--- src/rtl/dmem_pkg.sv ---
// Shared types for the core data-port to SRAM bridge.
//   dsize_e   : DSIZE encodings
//   state_e   : bridge FSM states
//   dreq_t    : captured core request
//   lane_mask : 8-lane byte mask for a size at a byte offset (lanes 4..7 spill to word+1)
package dmem_pkg;

  typedef enum logic [1:0] {
    SZ_BYTE = 2'b00,
    SZ_HALF = 2'b01,
    SZ_WORD = 2'b10,
    SZ_RSVD = 2'b11
  } dsize_e;

  typedef enum logic [2:0] {
    StIdle,
    StBeat1,
    StBeat2,
    StWait,
    StDone
  } state_e;

  typedef struct packed {
    logic [31:0] addr;
    logic        rw;
    dsize_e      size;
    logic        sign;
    logic [31:0] wdata;
  } dreq_t;

  function automatic logic [7:0] lane_mask(input dsize_e size, input logic [1:0] off);
    logic [7:0] base;
    unique case (size)
      SZ_BYTE: base = 8'h01;
      SZ_HALF: base = 8'h03;
      SZ_WORD: base = 8'h0F;
      default: base = 8'h00;
    endcase
    return base << off;
  endfunction

endpackage

--- src/rtl/dmem_lane_steer.sv ---
// Combinational lane steering for the data-memory bridge.
//   offset    : byte offset within the word (DADDR[1:0])
//   size      : access size
//   sign      : sign-extend (1) / zero-extend (0) read data
//   wdata     : right-justified write data
//   rmerged   : read bytes as they sit on the SRAM lanes (both beats merged)
//   be_lo     : byte enables of the first beat (word W)
//   be_hi     : byte enables of the second beat (word W+1)
//   spill     : access crosses into word W+1
//   wdata_rot : write data rotated onto the SRAM lanes
//   rdata     : right-justified, extended read result
module dmem_lane_steer
  import dmem_pkg::*;
(
  input  logic [1:0]  offset,
  input  dsize_e      size,
  input  logic        sign,
  input  logic [31:0] wdata,
  input  logic [31:0] rmerged,
  output logic [3:0]  be_lo,
  output logic [3:0]  be_hi,
  output logic        spill,
  output logic [31:0] wdata_rot,
  output logic [31:0] rdata
);

  logic [7:0]  mask;
  logic [31:0] rrot;

  always_comb begin
    mask  = lane_mask(size, offset);
    be_lo = mask[3:0];
    be_hi = mask[7:4];
    spill = |mask[7:4];
  end

  // Rotate left for writes, right for reads, by 8*offset.
  always_comb begin
    wdata_rot = wdata;
    rrot      = rmerged;
    unique case (offset)
      2'd0: begin
        wdata_rot = wdata;
        rrot      = rmerged;
      end
      2'd1: begin
        wdata_rot = {wdata[23:0], wdata[31:24]};
        rrot      = {rmerged[7:0], rmerged[31:8]};
      end
      2'd2: begin
        wdata_rot = {wdata[15:0], wdata[31:16]};
        rrot      = {rmerged[15:0], rmerged[31:16]};
      end
      2'd3: begin
        wdata_rot = {wdata[7:0], wdata[31:8]};
        rrot      = {rmerged[23:0], rmerged[31:24]};
      end
    endcase
  end

  always_comb begin
    rdata = rrot;
    unique case (size)
      SZ_BYTE: rdata = {{24{sign & rrot[7]}}, rrot[7:0]};
      SZ_HALF: rdata = {{16{sign & rrot[15]}}, rrot[15:0]};
      default: rdata = rrot;
    endcase
  end

endmodule

--- src/rtl/dmem_bridge.sv ---
// CortexM0 data port to synchronous SRAM bridge.
// Adds a DRDY/DERR completion handshake, programmable SRAM read latency, lane steering,
// read extension and optional splitting of misaligned accesses into two SRAM beats.
// Ports:
//   CLK, RESET_N                       : clock, async active-low reset
//   DREQ/DADDR/DRW/DSIZE/DSIGN/DOUT    : core request, held until DRDY
//   DIN/DRDY/DERR                      : registered read data, completion pulse, error flag
//   MEM_CSN/MEM_ADDR/MEM_WE/MEM_BE/MEM_DI : registered SRAM beat signals
//   MEM_DO                             : SRAM read data, READ_LAT cycles after its beat
module dmem_bridge
  import dmem_pkg::*;
#(
  parameter int unsigned MEM_AW      = 12,
  parameter int unsigned READ_LAT    = 1,
  parameter int unsigned MISALIGN_EN = 1
) (
  input  logic              CLK,
  input  logic              RESET_N,
  input  logic              DREQ,
  input  logic [31:0]       DADDR,
  input  logic              DRW,
  input  logic [1:0]        DSIZE,
  input  logic              DSIGN,
  input  logic [31:0]       DOUT,
  output logic [31:0]       DIN,
  output logic              DRDY,
  output logic              DERR,
  output logic              MEM_CSN,
  output logic [MEM_AW-1:0] MEM_ADDR,
  output logic              MEM_WE,
  output logic [3:0]        MEM_BE,
  output logic [31:0]       MEM_DI,
  input  logic [31:0]       MEM_DO
);

  localparam bit SplitOk = (MISALIGN_EN != 0);

  state_e state_q, state_d;
  dreq_t  req_live, req_q, req_cur;
  logic   split_q;
  logic   start, req_err;

  logic [3:0]        be_lo, be_hi;
  logic              spill;
  logic [31:0]       wdata_rot, rdata;
  logic [MEM_AW-1:0] word_addr, word_next;

  logic              csn_d, we_d, derr_d;
  logic [MEM_AW-1:0] addr_d;
  logic [3:0]        be_d;
  logic [31:0]       di_d, din_d;
  logic              beat_id_q, beat_id_d;

  logic [READ_LAT-1:0] pipe_vld_q, pipe_id_q;
  logic                tap_vld, tap_id, tap_last;
  logic [3:0]          tap_be;
  logic [31:0]         rbuf_q, rbuf_d;

  logic unused_addr_hi;

  always_comb begin
    req_live.addr  = DADDR;
    req_live.rw    = DRW;
    req_live.size  = dsize_e'(DSIZE);
    req_live.sign  = DSIGN;
    req_live.wdata = DOUT;
  end

  // Live inputs steer the first beat; the captured request covers the rest, so a core that
  // drops DREQ early cannot corrupt beats already in flight.
  assign req_cur = (state_q == StIdle) ? req_live : req_q;

  dmem_lane_steer u_lane_steer (
    .offset    (req_cur.addr[1:0]),
    .size      (req_cur.size),
    .sign      (req_cur.sign),
    .wdata     (req_cur.wdata),
    .rmerged   (rbuf_d),
    .be_lo     (be_lo),
    .be_hi     (be_hi),
    .spill     (spill),
    .wdata_rot (wdata_rot),
    .rdata     (rdata)
  );

  assign word_addr      = req_cur.addr[MEM_AW+1:2];
  assign word_next      = word_addr + MEM_AW'(1);
  assign unused_addr_hi = ^req_cur.addr[31:MEM_AW+2];

  assign start   = (state_q == StIdle) && DREQ;
  assign req_err = (req_live.size == SZ_RSVD) || (spill && !SplitOk);

  assign tap_vld  = pipe_vld_q[READ_LAT-1];
  assign tap_id   = pipe_id_q[READ_LAT-1];
  assign tap_last = tap_vld && (tap_id == split_q);

  // FSM state register
  always_ff @(posedge CLK or negedge RESET_N) begin
    if (!RESET_N) begin
      state_q <= StIdle;
    end else begin
      state_q <= state_d;
    end
  end

  // FSM next state
  always_comb begin
    state_d = state_q;
    unique case (state_q)
      StIdle:  if (DREQ) state_d = req_err ? StDone : StBeat1;
      StBeat1: begin
        if (split_q)         state_d = StBeat2;
        else if (req_cur.rw) state_d = StDone;
        else                 state_d = StWait;
      end
      StBeat2: state_d = req_cur.rw ? StDone : StWait;
      StWait:  if (tap_last) state_d = StDone;
      StDone:  state_d = StIdle;
      default: state_d = StIdle;
    endcase
  end

  // FSM outputs: next values of the registered SRAM and status pins
  always_comb begin
    csn_d     = 1'b1;
    we_d      = 1'b0;
    addr_d    = MEM_ADDR;
    be_d      = MEM_BE;
    di_d      = MEM_DI;
    beat_id_d = beat_id_q;
    derr_d    = 1'b0;
    DRDY      = (state_q == StDone);
    if (start) begin
      if (req_err) begin
        derr_d = 1'b1;
      end else begin
        csn_d     = 1'b0;
        we_d      = req_cur.rw;
        addr_d    = word_addr;
        be_d      = be_lo;
        di_d      = wdata_rot;
        beat_id_d = 1'b0;
      end
    end else if (state_q == StBeat1 && split_q) begin
      // Same rotated data; upper lanes land in the low lanes of the next word.
      csn_d     = 1'b0;
      we_d      = req_cur.rw;
      addr_d    = word_next;
      be_d      = be_hi;
      beat_id_d = 1'b1;
    end
  end

  // Merge arriving read bytes onto their SRAM lanes.
  always_comb begin
    tap_be = tap_id ? be_hi : be_lo;
    rbuf_d = rbuf_q;
    if (tap_vld) begin
      for (int i = 0; i < 4; i++) begin
        if (tap_be[i]) rbuf_d[8*i +: 8] = MEM_DO[8*i +: 8];
      end
    end
    din_d = DIN;
    if (state_q == StWait && tap_last) din_d = rdata;
  end

  always_ff @(posedge CLK or negedge RESET_N) begin
    if (!RESET_N) begin
      MEM_CSN   <= 1'b1;
      MEM_WE    <= 1'b0;
      MEM_ADDR  <= '0;
      MEM_BE    <= '0;
      MEM_DI    <= '0;
      DERR      <= 1'b0;
      DIN       <= '0;
      beat_id_q <= 1'b0;
      req_q     <= '0;
      split_q   <= 1'b0;
      rbuf_q    <= '0;
    end else begin
      MEM_CSN   <= csn_d;
      MEM_WE    <= we_d;
      MEM_ADDR  <= addr_d;
      MEM_BE    <= be_d;
      MEM_DI    <= di_d;
      DERR      <= derr_d;
      DIN       <= din_d;
      beat_id_q <= beat_id_d;
      rbuf_q    <= rbuf_d;
      if (start) begin
        req_q   <= req_live;
        split_q <= spill;
      end
    end
  end

  // Read tags: entry k describes the read beat that was on the pins k+1 cycles ago, so the
  // last stage lines up with MEM_DO for that beat.
  always_ff @(posedge CLK or negedge RESET_N) begin
    if (!RESET_N) begin
      pipe_vld_q <= '0;
      pipe_id_q  <= '0;
    end else begin
      pipe_vld_q[0] <= ~MEM_CSN & ~MEM_WE;
      pipe_id_q[0]  <= beat_id_q;
      for (int unsigned i = 1; i < READ_LAT; i++) begin
        pipe_vld_q[i] <= pipe_vld_q[i-1];
        pipe_id_q[i]  <= pipe_id_q[i-1];
      end
    end
  end

endmodule
--- config.mk ---
export PLATFORM = sky130hd
export DESIGN_NAME = dmem_bridge
export DESIGN_NICKNAME = d
export VERILOG_FILES = /design/src/rtl/dmem_pkg.sv /design/src/rtl/dmem_lane_steer.sv /design/src/rtl/dmem_bridge.sv
export SDC_FILE = /design/constraint.sdc
export NUM_CORES = 1
export LEC_CHECK = 0
export BUFFER_PORTS_ARGS = -buffer_cell sky130_fd_sc_hd__buf_2
export CAP_MARGIN = 15
export CORE_MARGIN = 3
export CORE_UTILIZATION = 52
export CTS_CLUSTER_DIAMETER = 40
export DETAILED_ROUTE_END_ITERATION = 6
export GPL_TIMING_DRIVEN = 0
export HOLD_SLACK_MARGIN = 0.05
export PLACE_DENSITY = 0.78
export RECOVER_POWER = 25
export SLEW_MARGIN = 20
export SYNTH_ARGS = -nofsm -noshare
export SYNTH_HDL_FRONTEND = slang
export SYNTH_SLANG_ARGS = --single-unit
--- constraint.sdc ---
create_clock -name CLK -period 9.7 [get_ports CLK]
set_clock_uncertainty 0.15 [all_clocks]
set_input_delay 0.485 -clock CLK [delete_from_list [all_inputs] [get_ports CLK]]
set_output_delay 0.485 -clock CLK [all_outputs]
set_load 0.02 [all_outputs]
==> results.cfg, run 1 <==
[run]
cap_violations = 1

[pwr]
powerDensity_nw_per_um2 = 127.5
power_leakage_nw = 5.570
irDropWorstVdd_mv = 0.1215

[synthesis]
async_reset_ff_share_pct = 100.0
yosysUniqueCellTypes = 65
ys_seq_area_share_pct = 43.15
yosysTopAreaCell = dfrtp_1
yosysTopAreaCellShare_pct = 42.89
syn_inst = 1178
ys.flop_type = dfrtp_1
synth_edf_count = 0
yosysWarnings = 0
syn_nets = 1286
syn_area_um2 = 9977
syn_avg_cell_area_um2 = 8.469
synth_area_leaders = dfrtp_1, nand2_1, mux2i_1, a21oi_1, nor2_1
ys_seq_elements = 172

[hold_path]
hold_path.class = input port to flip-flop
holdPathStages = 3
hp-start = DRW
whs_endpoint = req_q[35]

[die]
ioPinCount = 187
rows = 50
die-area_um2 = 20880
coreArea_um2 = 18770
die_h_um = 144.5
start_util_pct = 53.16
die_x_um = 144.5

[global_route]
grt_max_degree = 95
grt_pass1_vias = 9087
antenna_found_initial = 0
overflow = 0
grt_pass1_wl_mm = 48.90
grt_usage_pct = 30.21

[drt]
wl_mm = 31.50
dr.pass1.iters = 6
route.vias.total = 9604
via_per_inst = 5.958
ant_nets = 0
drc_errors = 0
drt_iter0_drc = 1013
wire_per_inst_um = 19.54

[setup_path]
required_ns = 9.86
startpoint = state_q[0]
r2r-end = DIN[27]
reg2regPathDepth = 17
regToRegSetupSlack_ns = 4.12
crit_arrival_ns = 5.74
start_kind = flip-flop
cp_max_fo = 10
timing.rr.start = state_q[0]
cp-end-kind = flip-flop
crit_type = flip-flop to flip-flop

[clock_tree]
cts_buffers = 17
h-tree-depth = 4
clockBufferDepth = 2
clock_sinks = 172
cts_resized = 0
cts_tree = yes
clk_pin_slew_ns = 0.07
clock_latency_ns = 0.44
cts_root_buffer = clkbuf_16
post_cts_buffers = 0

[timing]
hold_viol = 0
finalCritPeriodShare_pct = 57.57
tightestPinTransition_ns = 5.066
hold-worst-slack_ns = 0.1070
rsz0062_at_grt = no
setup-violations-final = 0
period_needed_ns = 5.585
slew_headroom_pct = -237.7
fmax_mhz = 179.1
finalSetupTns_ns = 0
drv_slew = 95

[place]
portBuffers = 167
placed_cells = 1580
gp_congestion = 0.9521
hpwl_mm = 23.21

[layout]
fill_cells = 1633
drive_above_1_share_pct = 17.85
final_nets = 1474
diodes = 0
area_growth_pct = 17.14
fin_cells = 1612

[status]
violations = max-capacitance violations, max-slew violations
status = finished with violations
-- flip-flops by register name (all words and copies together) (netlist names), 3 cells and up --
| name | count |
|---|---|
| DIN | 32 |
| MEM_ADDR | 12 |
| MEM_BE | 4 |
| MEM_DI | 32 |
| rbuf_q | 32 |
| req_q | 50 |
| state_q | 3 |
-- critical path, cell delays in order (launching register included) --
cell	delay [ns]
dfrtp_1	0.46
buf_2	0.21
nor3_1	0.31
buf_2	0.33
clkbuf_1	0.41
clkbuf_1	0.60
nand2_1	0.14
nand2_1	0.18
ha_1	0.32
nand2b_1	0.18
a21o_1	0.27
a21oi_1	0.25
mux2_2	0.37
a211o_1	0.35
a41oi_4	0.44
o21a_4	0.28
buf_12	0.16
a21oi_2	0.05
-- layout by cell type, fill, tap and decap left out, types with 5 or more instances in the layout --
cell type  count
a2111oi_0      6
a211oi_1      39
a21oi_1       86
a21oi_2       10
a221oi_1       5
a31oi_1       38
and2_1         6
buf_1         12
buf_2        160
clkbuf_1      75
clkbuf_16     17
dfrtp_1      171
ha_1           5
inv_1         26
mux2_2        26
mux2i_1       74
nand2_1      302
nand2b_1       6
nand3_1       16
nor2_1       108
nor2b_1       35
nor3b_1        5
o2111ai_1      6
o211ai_1       6
o21ai_0       42
o221ai_1       7
o31ai_1        5
xnor2_1       10
-- through the flow --
stage	total power, W	utilization (%)	setup slack, ns	area, um^2
5_1_grt	0.001534	62.27	3.200	11690
6_report	0.001491	62.27	4.115	11690
4_1_cts	0.001496	62.41	4.208	11710
3_5_place_dp	0.0008392	59.37	4.295	11140
3_3_place_gp	0.0008363	59.17	4.357	11110
2_1_floorplan	0.0007805	-	5.358	9977
-- cell families after synthesis --
group                    Yosys count  synth area share [%]
buffers and inverters            108                 4.452
AND/OR/NAND/NOR                  496                 20.96
multiplexers                     102                 10.66
XOR/XNOR                          14                 1.229
flip-flops                       172                 43.15
adder cells (fa/ha/maj)            5                0.6270
AO/OA/AOI/OAI                    281                 18.92
-- power breakdown --
part / internal, W / switching [W]
registers: 0.000726 / 0.00000634
logic: 0.0000349 / 0.0000590
clock network: 0.000373 / 0.000291
total: 0.00113 / 0.000356
-- area by class of cell --
class	instances	area (um^2)	area share [%]
multi-input cells	898	5228	44.73
clock buffers	22	474.2	4.057
plain buffers	81	342.8	2.933
flip-flops and latches	172	4305	36.84
clock inverters	9	86.33	0.7387
inverters	27	101.3	0.8671
repair buffers	169	857.1	7.333
well taps	234	292.8	2.505
-- cell usage after synthesis, types with 2 or more instances --
cell type  number
xor2_1          4
nor3_1          4
a21o_1          2
o21a_1          4
a21oi_1        86
nand3_1        16
a22oi_2         2
a221oi_1        5
buf_2           6
xnor2_1        10
nand2_1       302
buf_6           2
mux2_2         26
a21boi_0        2
a22o_1          2
nor2_1        108
ha_1            5
o211ai_1        6
o21ai_0        42
dfrtp_1       171
or4b_1          2
clkbuf_1       60
a211oi_1       39
or2_2           2
or3_1           4
a31oi_1        38
a21oi_2        10
o221ai_1        7
and2_1          6
nor2b_1        35
mux2i_1        74
o2111ai_1       6
mux2_4          2
inv_1          26
buf_1          12
a2111oi_0       6
nor3b_1         5
nand2b_1        6
o22ai_1         3
o31ai_1         5
-- layer usage --
layer,vias up,track usage [%],routed length (um)
met5,-,0,0
met3,68,4.894,2807
met1,4572,41.20,12920
met4,0,11.54,1102
met2,505,48.62,14670
li1,4459,-,-
-- timing repair --
action                     CTS  global route
hold endpoints to repair    92             0
hold buffers                 1             0
setup endpoints to repair    0             0
-- worst max path at each step --
stage,to,slack (ns),depth (start not counted)
after floorplan,DIN[22],5.36,18
after global placement,DIN[27],4.36,17
after detailed placement,DIN[22],4.29,17
after CTS,DIN[21],4.21,17
after global routing,MEM_DI[21],3.20,2
final,DIN[27],4.12,17
No activity file was read; power rests on OpenSTA's default activity.
==> run 2, diff against run 1 <==
==> constraint.sdc (replaced) <==
create_clock -name CLK -period 5.3 [get_ports CLK]
set_clock_uncertainty 0.15 [all_clocks]
set_input_delay 0.265 -clock CLK [delete_from_list [all_inputs] [get_ports CLK]]
set_output_delay 0.265 -clock CLK [all_outputs]
set_load 0.02 [all_outputs]
==> run 2 against run 1 <==
The run still ends with max-capacitance violations, max-slew violations left; total power is 86% higher; register-to-register slack lost 3.9 ns; global-route usage up 1.4 points; sequential share of layout area down 2.3 points.
==> results.cfg, run 2 (synthesis gave the netlist of run 1 again) <==
[status]
status = finished with violations
violations = max-capacitance violations, max-slew violations

[setup_path]
cp_max_fo = 10
start_kind = flip-flop
crit_type = flip-flop to flip-flop
cp-end-kind = flip-flop
crit_arrival_ns = 5.24
required_ns = 5.45

[timing]
fmax_mhz = 196.5
hold-worst-slack_ns = 0.06300
period_needed_ns = 5.090
rsz0062_at_grt = no
setup-violations-final = 0
hold_viol = 0
tightestPinTransition_ns = 2.348
slew_headroom_pct = -56.53
setup_slack_ns = 0.2103
drv_slew = 94
finalCritPeriodShare_pct = 96.03

[layout]
regMostFlops = req_q
largest_reg_flops = 50
final_area_um2 = 12450
final_cell_mix = nand2_1, dfrtp_1, buf_2
diodes = 0
final_nets = 1546
drive_above_1_share_pct = 17.79
fill_cells = 1523
mostFrequentLayoutCell = nand2_1
area_growth_pct = 24.77

[clock_tree]
cts_tree = yes
clk_pin_slew_ns = 0.06
clockBufferDepth = 2
cts_buffers = 17
cts_root_buffer = clkbuf_16
h-tree-depth = 4
clock_sinks = 172
clock_latency_ns = 0.44

[global_route]
overflow = 0
met2_usage_pct = 52.04
grt_pass1_vias = 9650
grt_usage_pct = 31.56
busiest_layer = met2
use_met1_pct = 41.62
use_met3_pct = 5.390
grt_pass1_wl_mm = 51.22
grt_max_degree = 95
antenna_found_initial = 0

[pwr]
powerDensity_nw_per_um2 = 223.0
irDropWorstVdd_mv = 0.2207
power_leakage_nw = 5.902

[die]
coreArea_um2 = 18770
start_util_pct = 53.16
die_x_um = 144.5
die_h_um = 144.5
rows = 50
ioPinCount = 187
die-area_um2 = 20880

[drt]
drc_errors = 0
dr.pass1.iters = 6
via_per_inst = 5.935
ant_nets = 0
wire_per_inst_um = 19.75
drt_iter0_drc = 994
wl_mm = 33.25
route.vias.total = 9994

[place]
place_ws_ns = -0.1051
hpwl_mm = 23.21
portBuffers = 167
dpl_cell_area_um2 = 11140
gp_congestion = 0.9521

[hold_path]
hold_path.class = input port to flip-flop

[run]
cap_violations = 1
[run 2: layout make-up]
type | count | area, um^2 | share of cell area [%]
Inverter | 27 | 101.3 | 0.8141
Multi-Input combinational cell | 898 | 5250 | 42.18
Buffer | 80 | 344.1 | 2.764
Clock buffer | 22 | 474.2 | 3.809
Clock inverter | 9 | 86.33 | 0.6935
Timing Repair Buffer | 242 | 1594 | 12.81
Sequential cell | 172 | 4305 | 34.59
Tap cell | 234 | 292.8 | 2.352
[run 2: metal layers]
metal | up-vias | routed length (um)
met4 | 0 | 1190
met2 | 511 | 15790
met3 | 94 | 2643
met5 | - | 0
met1 | 4788 | 13630
li1 | 4601 | -
[run 2: final timing paths]
| kind | startpoint | to | slack, ns | cells after the start |
|---|---|---|---|---|
| max | state_q[0] | DIN[27] | 0.21 | 19 |
| min | MEM_DO[5] | rbuf_q[5] | 0.06 | 3 |
| max reg2reg | state_q[0] | DIN[27] | 0.21 | 19 |
| min reg2reg | beat_id_q | pipe_id_q | 0.24 | 0 |
| max in group asynchronous | RESET_N | req_q[44] | 2.69 | 2 |
| min in group asynchronous | RESET_N | DIN[21] | 0.92 | 2 |
[run 2: repair_timing]
item | CTS | global route
endpoints found under the hold margin | 164 | 1
gates cloned | 0 | 0
pin swaps | 0 | 2
buffers inserted | 0 | 3
setup endpoints to repair | 21 | 30
hold buffers | 70 | 1
resized for setup | 5 | 6
[run 2: where the power goes]
group,internal (W),switching (W)
Clock,0.000683,0.000536
Combinational,0.0000972,0.000118
Sequential,0.00133,0.0000117
[run 2: critical path: stages (launching register included)]
cell and delay [ns]:
dfrtp_1 0.46, or3_1 0.41, buf_6 0.16, clkbuf_1 0.26
clkbuf_1 0.32, clkbuf_2 0.28, nand2_1 0.11, nand2_1 0.13
inv_1 0.10, ha_1 0.15, clkbuf_1 0.37, mux2i_1 0.16
o32a_1 0.33, and2_1 0.22, o22ai_4 0.16, buf_4 0.16
mux2i_1 0.37, a21oi_1 0.11, o21ai_0 0.44, a21oi_2 0.11
[run 2: per-stage QoR]
stage | util [%] | TNS, ns | power [W] | std cells
2_1_floorplan | - | 0 | 0.001428 | 1178
3_3_place_gp | 59.17 | -0.3270 | 0.001531 | 1579
3_5_place_dp | 59.37 | -1.048 | 0.001536 | 1580
4_1_cts | 66.17 | 0 | 0.002777 | 1681
5_1_grt | 66.33 | 0 | 0.002850 | 1684
6_report | 66.33 | 0 | 0.002775 | 1684
